[src/rtl/uart_tx_buffered.sv]
// uart_tx_buffered
//   Buffered UART transmitter: a DEPTH-entry byte FIFO on the CPU side feeding
//   an 8N1 serializer. With `UART_TX_PARITY_EN defined, an even-parity bit is
//   inserted between the data bits and the stop bit (8E1, 11 bits per frame).
//   With the macro undefined, frames are plain 8N1 (10 bits per frame).
//
// Ports
//   clk           system clock, rising edge
//   reset         asynchronous active-low reset
//   write_tx      CPU push strobe, one byte per cycle while high
//   tx_data       byte pushed when write_tx=1
//   clk_per_bit   clock cycles per UART bit, latched at each frame start (0 acts as 1)
//   clr_overflow  clears tx_overflow
//   tx            registered serial line, idle high
//   tx_busy       FIFO non-empty or frame in progress
//   tx_full       FIFO holds DEPTH bytes
//   tx_empty      FIFO holds no bytes
//   tx_count      FIFO occupancy, 0..DEPTH
//   tx_overflow   sticky flag: a push was dropped
//   fsm_state     serializer state, for observation only
//
// Handshake: write_tx is a one-cycle strobe with no ready. A push is taken when
// the FIFO is not full, or when it is full and the serializer pops in the same
// cycle. A push that cannot be taken is dropped and sets tx_overflow.

module uart_tx_buffered #(
  parameter int DEPTH = 16,
  parameter int AW    = 4
) (
  input  logic          clk,
  input  logic          reset,
  input  logic          write_tx,
  input  logic [7:0]    tx_data,
  input  logic [15:0]   clk_per_bit,
  input  logic          clr_overflow,
  output logic          tx,
  output logic          tx_busy,
  output logic          tx_full,
  output logic          tx_empty,
  output logic [AW:0]   tx_count,
  output logic          tx_overflow,
  output logic [2:0]    fsm_state
);

  typedef enum logic [2:0] {
    IDLE   = 3'd0,
    START  = 3'd1,
    DATA   = 3'd2,
    STOP   = 3'd3
`ifdef UART_TX_PARITY_EN
    ,
    PARITY = 3'd4
`endif
  } state_t;

  localparam logic [AW:0] FULL_CNT = (AW+1)'(DEPTH);

  // FIFO storage and bookkeeping
  logic [7:0]    mem [DEPTH];
  logic [AW-1:0] wr_ptr;
  logic [AW-1:0] rd_ptr;
  logic [AW:0]   count;
  logic          push_ok;
  logic          pop;

  // Serializer
  state_t        state_q, state_d;
  logic [15:0]   timer_q, timer_d;
  logic [15:0]   period_q, period_d;
  logic [2:0]    bit_q, bit_d;
  logic [7:0]    shift_q, shift_d;
  logic          tx_d;
  logic          timer_done;
  logic          load;
`ifdef UART_TX_PARITY_EN
  logic          parity_q, parity_d;
`endif

  assign tx_full    = (count == FULL_CNT);
  assign tx_empty   = (count == '0);
  assign tx_count   = count;
  assign tx_busy    = (state_q != IDLE) | ~tx_empty;
  assign fsm_state  = state_q;

  // A full FIFO can still take a byte when the head leaves in the same cycle.
  assign push_ok    = write_tx & (~tx_full | pop);

  // period_q is never 0, so the subtraction cannot wrap.
  assign timer_done = (timer_q == period_q - 16'd1);

  // ---------------------------------------------------------------- FIFO
  always_ff @(posedge clk) begin
    if (push_ok) mem[wr_ptr] <= tx_data;
  end

  always_ff @(posedge clk or negedge reset) begin
    if (!reset) begin
      wr_ptr      <= '0;
      rd_ptr      <= '0;
      count       <= '0;
      tx_overflow <= 1'b0;
    end else begin
      if (push_ok) wr_ptr <= wr_ptr + AW'(1);
      if (pop)     rd_ptr <= rd_ptr + AW'(1);
      case ({push_ok, pop})
        2'b10:   count <= count + (AW+1)'(1);
        2'b01:   count <= count - (AW+1)'(1);
        default: count <= count;
      endcase
      // A drop in the same cycle as a clear keeps the flag set.
      if (write_tx && !push_ok) tx_overflow <= 1'b1;
      else if (clr_overflow)    tx_overflow <= 1'b0;
    end
  end

  // ---------------------------------------------------------- serializer
  always_ff @(posedge clk or negedge reset) begin
    if (!reset) begin
      state_q  <= IDLE;
      timer_q  <= '0;
      period_q <= 16'd1;
      bit_q    <= '0;
      shift_q  <= '0;
      tx       <= 1'b1;
`ifdef UART_TX_PARITY_EN
      parity_q <= 1'b0;
`endif
    end else begin
      state_q  <= state_d;
      timer_q  <= timer_d;
      period_q <= period_d;
      bit_q    <= bit_d;
      shift_q  <= shift_d;
      tx       <= tx_d;
`ifdef UART_TX_PARITY_EN
      parity_q <= parity_d;
`endif
    end
  end

  always_comb begin
    state_d  = state_q;
    timer_d  = timer_q;
    period_d = period_q;
    bit_d    = bit_q;
    shift_d  = shift_q;
    load     = 1'b0;
    pop      = 1'b0;
    tx_d     = 1'b1;
`ifdef UART_TX_PARITY_EN
    parity_d = parity_q;
`endif

    case (state_q)
      IDLE: begin
        if (!tx_empty) load = 1'b1;
      end
      START: begin
        if (timer_done) begin
          state_d = DATA;
          timer_d = '0;
          bit_d   = '0;
        end else begin
          timer_d = timer_q + 16'd1;
        end
      end
      DATA: begin
        if (timer_done) begin
          timer_d = '0;
          if (bit_q == 3'd7) begin
`ifdef UART_TX_PARITY_EN
            state_d = PARITY;
`else
            state_d = STOP;
`endif
          end else begin
            bit_d   = bit_q + 3'd1;
            shift_d = {1'b0, shift_q[7:1]};
          end
        end else begin
          timer_d = timer_q + 16'd1;
        end
      end
`ifdef UART_TX_PARITY_EN
      PARITY: begin
        if (timer_done) begin
          state_d = STOP;
          timer_d = '0;
        end else begin
          timer_d = timer_q + 16'd1;
        end
      end
`endif
      STOP: begin
        if (timer_done) begin
          timer_d = '0;
          // Chain straight into the next start bit so frames are contiguous.
          if (!tx_empty) load = 1'b1;
          else           state_d = IDLE;
        end else begin
          timer_d = timer_q + 16'd1;
        end
      end
      default: state_d = IDLE;
    endcase

    if (load) begin
      pop      = 1'b1;
      state_d  = START;
      timer_d  = '0;
      bit_d    = '0;
      shift_d  = mem[rd_ptr];
      period_d = (clk_per_bit == 16'd0) ? 16'd1 : clk_per_bit;
`ifdef UART_TX_PARITY_EN
      parity_d = ^mem[rd_ptr];
`endif
    end

    // tx is driven from the next state so the line register changes exactly
    // when the state does.
    case (state_d)
      START:   tx_d = 1'b0;
      DATA:    tx_d = shift_d[0];
`ifdef UART_TX_PARITY_EN
      PARITY:  tx_d = parity_d;
`endif
      default: tx_d = 1'b1;
    endcase
  end

endmodule

[config.mk]
export PLATFORM = sky130hd
export DESIGN_NAME = uart_tx_buffered
export DESIGN_NICKNAME = d
export VERILOG_FILES = /design/src/rtl/uart_tx_buffered.sv
export SDC_FILE = /design/constraint.sdc
export NUM_CORES = 1
export LEC_CHECK = 0
export BUFFER_PORTS_ARGS = -buffer_cell sky130_fd_sc_hd__buf_2
export CAP_MARGIN = 20
export CORE_ASPECT_RATIO = 1.75
export CORE_MARGIN = 1
export CORE_UTILIZATION = 40
export DETAILED_ROUTE_END_ITERATION = 6
export SYNTH_ARGS = -nofsm -noshare
export SYNTH_HDL_FRONTEND = slang
export SYNTH_SLANG_ARGS = --single-unit
[constraint.sdc]
create_clock -name clk -period 12.91 [get_ports clk]
set_clock_uncertainty 0.05 [all_clocks]
set_input_delay 1.9365 -clock clk [delete_from_list [all_inputs] [get_ports clk]]
set_output_delay 1.9365 -clock clk [all_outputs]
set_load 0.005 [all_outputs]
======== Word level (Yosys, flattened, before mapping) ========
Memories as Yosys holds them, arrays and structs flattened.
Cells that the tools add are included.
storage, ports and cells
  input bits .............................. 28
  RAM bits ................................ 128
  output and inout bits ................... 13
  word-level logic and storage cells ...... 83
  register bits ........................... 61
  memories kept ........................... 1
memories
  memory  words  width  read ports  clocked after memory_dff  wr ports  line  RTL
  mem     16     8      1           0                         1         59    logic [7:0] mem [DEPTH];
cells by class
  equality and inequality tests ........... 14
  add/subtract/negate cells ............... 7
  reductions and logical operators ........ 15
  mux-type cells .......................... 30
  bitwise logic cells ..................... 5
operators with widths
  kind                     count
  $mux W16                 4
  $mux W8                  4
  $mux W3                  10
  $add A16 B1 Y16 const B  1
  $eq A16 B16 Y1           1
  $logic_not A16 Y1        1
  $sub A16 B1 Y16 const B  1
  $pmux W3 S4              1
  $pmux W5 S2              1
  $reduce_bool A2 Y1       5
  $eq A3 B2 Y1 const B     3
  $ne A3 B3 Y1 const B     3
  $add A4 B1 Y4 const B    2
  $mux W1                  7
  $eq A3 B1 Y1 const B     2
  $pmux W3 S2              1
  $reduce_bool A3 Y1       2
  $add A5 B1 Y5 const B    1
  $eq A5 B5 Y1 const B     1
  $logic_not A5 Y1         1
  $sub A5 B1 Y5 const B    1
  $pmux W1 S2              2
  $reduce_and A4 Y1        1
  $add A3 B1 Y3 const B    1
  12 further kinds         14

======== Depth between registers and ports, before layout ========
  depth in word-level cells ............... 10
  mapped depth ............................ 19
  gate-level depth less buffers ........... 16

======== Least setup slack after synthesis ========
OpenSTA, ideal clock, no wires.
  path type ............................... register to register
  start point ............................. register period_q[3]
  end point ............................... register count[4], in the netlist tx_count[4]
  required time ........................... 12.796 ns
  setup slack ............................. 8.585 ns
  stages on the path, launching flop included .. 20
  setup time .............................. 0.064 ns
  path buffers ............................ 5
  arrival time ............................ 4.211 ns
  cells stage by stage .................... dfrtp_1 > buf_6 > or4_4 > buf_6 > or3_4 > o31a_1 > a211oi_2 > and2_1 > buf_4 > a31o_2 > buf_4 > nand2_1 > buf_4 > nor2_1 > ha_1 > a21o_1 > a21o_1 > or4_1 > mux2i_1 > or3_1
between the ends
  longest elaborated chain between the ends .. 9
ends and longest elaborated chain
  item                                                      line  RTL
  start, declared                                           69    logic [15:0] period_q, period_d;
  start signal, assigned                                    131   period_q <= period_d;
  $sub A16 B1 Y16 (*)                                       89    assign timer_done = (timer_q == period_q - 16'd1);
  $eq A16 B16 Y1 (*)                                        89
  $mux W1 (*)                                               195   if (timer_done) begin
  $pmux W1 S2 (*)                                           154   case (state_q)
  $mux W1 (*)                                               207   if (load) begin
  $or A1 B1 Y1                                              86    assign push_ok = write_tx & (~tx_full | pop);
  $and A1 B1 Y1                                             86
  $eq A2 B1 Y1 / $eq A2 B2 Y1 (equally long branches)       105   case ({push_ok, pop})
  $pmux W5 S2 / $reduce_bool A2 Y1 (equally long branches)  --
  end signal, assigned                                      106   2'b10: count <= count + (AW+1)'(1);
  end signal, assigned                                      107   2'b01: count <= count - (AW+1)'(1);
  end signal, assigned                                      108   default: count <= count;
  end, declared                                             62    logic [AW:0] count;
Every way passes the cells marked *; elsewhere a longest branch is shown, timed or not.
A chain may end at the register's enable or synchronous reset.

======== Final worst setup path ========
  start point ............................. register period_q[1]
  end point ............................... register count[4], in the netlist tx_count[4]
The elaborated chain is that of the path after synthesis.

==> impl_results.md <==
* Status: complete, no violations
* Distinct cell type count after synthesis at between 70 and 80
* Fin Setup TNS at 0 ns
* Num CTS Buffers at 17
* Area delta synth->final at 12.12%
* Synthesized Nets at about 680
* RD Place Congestion at 0.9270
* NetSw at 0.7466 mW
* FF+latch count, synth at 189
* Pint at roughly 1.3 mW
* Final slew viol count at 0
* Clock share of power at 0.246
* GR Util All Layers at 0.1948
* Setup Fix Bufs, Post-CTS at 0
* Reg clk slew, reported paths at 0.07 ns
* Register area at 5374 sq um
* Leading cell type in the layout, fill and taps excluded: edfxtp_1
* Horiz. Die Dim at 114.4 um
* Leak pwr at 3.647 nW
* Pre-antenna DRT Iters at 4
* Filler instances at 1924
* Critical path's slowest cell: or4b_1
* Logic pwr share at 0.331
* Yosys warnings at 0
* Vias in the first global route at 5651
* HP Class: flip-flop to flip-flop
* Chip Height at 198.6 um
* # port buffers at 40
* Synth Flop Type: edfxtp_1
* Global route total overflow at 0
* CTS Root Cell: clkbuf_16
* MaxCap Viol Count at 0
* Core area at 21590 sq um
* Initial Utilization at 0.4093
* Iteration-0 DRC Markers at 356
* Largest net degree at the start of global routing at slightly above 60
* Vias at roughly 5500
* Worst reg2reg path depth at 16
* Startpoint class of the critical path: flip-flop
* Worst-path cell chain: inv_1 -> ha_1 -> or4b_1 -> or3_4 -> o31a_1 -> a211oi_2 -> and2_1 -> a31o_2 -> nand2_1 -> nor2_1 -> ha_1 -> a21o_1 -> a21o_1 -> or4_1 -> mux2i_1 -> or3_1
* Final Cycle Share at 0.4020
* DP Cell Count at 947
* Crit-path max FO at 12
* Most frequent cells in the layout: 128 x edfxtp_1, 58 x dfrtp_1, 40 x buf_2, 38 x mux2i_1, 29 x nand2_1
* Hpwl dp at between 10 and 15 mm
* Final nets at 715
* Drt wl/cell at 21.22 um
* Post-Layout Inst Area at 9907 sq um
* Final Critical Period at 5.189 ns
* TritonCTS clock tree: done
* Post-cts resize count at 0
* Area after DPL at around 9300 sq um
* Crit end category: flip-flop
* Sw frac at 0.3616
* Post-Syn Area at 8836 sq um
* First-pass GRT wire length at ~32 mm
* Slew @ Worst Pin at 1.033 ns
* ANT cells at 0
* WHS Path Cells at 2
* Vias per inst at roughly 5.6
* Initial antenna violation count at 0
* Area of the multi-input gates at 3267 sq um
* Maximum clock insertion buffer count at 2
* Post-synth EDFFs at roughly 130
* PD cells at 208.4 nW/um^2
* DRT Wirelength at approximately 21 mm
* Antenna Nets Post-Route at 0
* DRC at 0
* Post-synth ARST share at 0.3228
* Register area share after synthesis at 0.6080
* Worst Path Arrival at approximately 5.5 ns
* Sinks on Clock Net at 189
* Die ar. at between 20000 and 25000 sq um
* Relative slew slack at 0.3085
* Crit Path Class: flip-flop to flip-flop
* F_max at 0.1927 GHz
* Layout cell share with drive strength beyond 1 at 0.2125
* Worst-skew pair later-pin latency at 0.44 ns
* RSZ-0062 raised after global routing: false
* I/O pin cnt at 41
* Final setup fails at 0
* Peak supply drop at 0.1227 mV
* Std cell rows at 71
* Hold Vio Cnt, Final at 0
* Fin cells at about 1000
* Syn avg cell area at 13.87 sq um
* CTS Hold Bufs at 0
* Worst hold slack at 0.4842 ns
* H-tree Lvls at 4
* Sequential share of power at 0.422
* Critical Path RT at 13.24 ns
* CP max stage delay at between 0.5 and 0.6 ns
* Gate Count Post-Synth at 637
power groups by stage:
stage                     Combinational [mW]  Clock [mW]  Sequential [mW]
final                                  0.684       0.509            0.872
after global routing                   0.744       0.542            0.886
after CTS                              0.694       0.519            0.870
after detailed placement               0.690           0            0.883
after global placement                 0.675           0            0.875
after floorplan                        0.533           0            0.828
state kept, by name, indices dropped and copies added, names as in the netlist:
signal,flops
mem,128
period_q,16
timer_q,16
shift_q,8
tx_count,5
rd_ptr,4
wr_ptr,4
bit_q,3
fsm_state,3
tx,1
tx_overflow,1
layer usage:
metal	routed length, um	share of wire	global-route usage
met1	7471	0.36	0.1937
met2	12090	0.58	0.3816
met3	563	0.027	0.03382
met4	650	0.031	0.09235
met5	0	0	0
critical path, delay by kind of cell, from the launching register on:
family / cells / cell delay [ns]
and+or+nand+nor: 7 / 2.62
AOI/OAI and AO/OA: 5 / 1.17
adders and majority gates: 2 / 0.64
DFF: 1 / 0.42
muxes: 1 / 0.12
buffers and inverters: 1 / 0.09
stage by stage:
step           setup WS [ns]  total power [mW]  utilization
2_1_floorplan          8.585             1.361            -
5_1_grt                7.452             2.172       0.4589
3_5_place_dp           7.733             1.573       0.4326
6_report               7.721             2.065       0.4589
4_1_cts                7.700             2.083       0.4589
3_3_place_gp           7.883             1.549       0.4326
cell families after synthesis:
family / Yosys count / share of synthesized area
other: 1 / 0.0004244
buffers and inverters: 45 / 0.02365
adders and majority gates: 13 / 0.01926
AOI/OAI and AO/OA: 125 / 0.1003
and+or+nand+nor: 150 / 0.09742
DFF: 189 / 0.6080
muxes: 81 / 0.1182
xor gates and xnor gates: 33 / 0.03271
layout make-up:
type | count | share of cell area
clock buffer | 17 | 0.04294
clock inverter | 15 | 0.01452
inverter | 11 | 0.004168
multi-input combinational | 403 | 0.3298
sequential | 189 | 0.5424
tap | 292 | 0.03688
timing repair buffer | 52 | 0.02930
synth_stat cells, drive strengths merged, types with 16 or more instances:
library cell / count / area (sq um)
xor2: 19 / 166.4
mux2i: 38 / 380.4
nand2: 29 / 108.9
a21oi: 25 / 125.1
mux2: 27 / 304.0
clkbuf: 16 / 60.06
mux4: 16 / 360.4
and3: 18 / 112.6
buf: 18 / 107.6
nor2: 19 / 71.32
dfrtp: 59 / 1476
o21ai: 27 / 138.9
edfxtp: 128 / 3844
worst paths after layout:
path / startpoint / end / slack (ns)
setup / recovery: period_q[1] / tx_count[4] / 7.72
hold / removal: tx_overflow / tx_overflow / 0.48
setup reg to reg: period_q[1] / tx_count[4] / 7.72
hold reg to reg: tx_overflow / tx_overflow / 0.48
max in group asynchronous: reset / rd_ptr[0] / 10.58
min in group asynchronous: reset / tx_count[2] / 1.63
(Power assumes the default switching activity.)
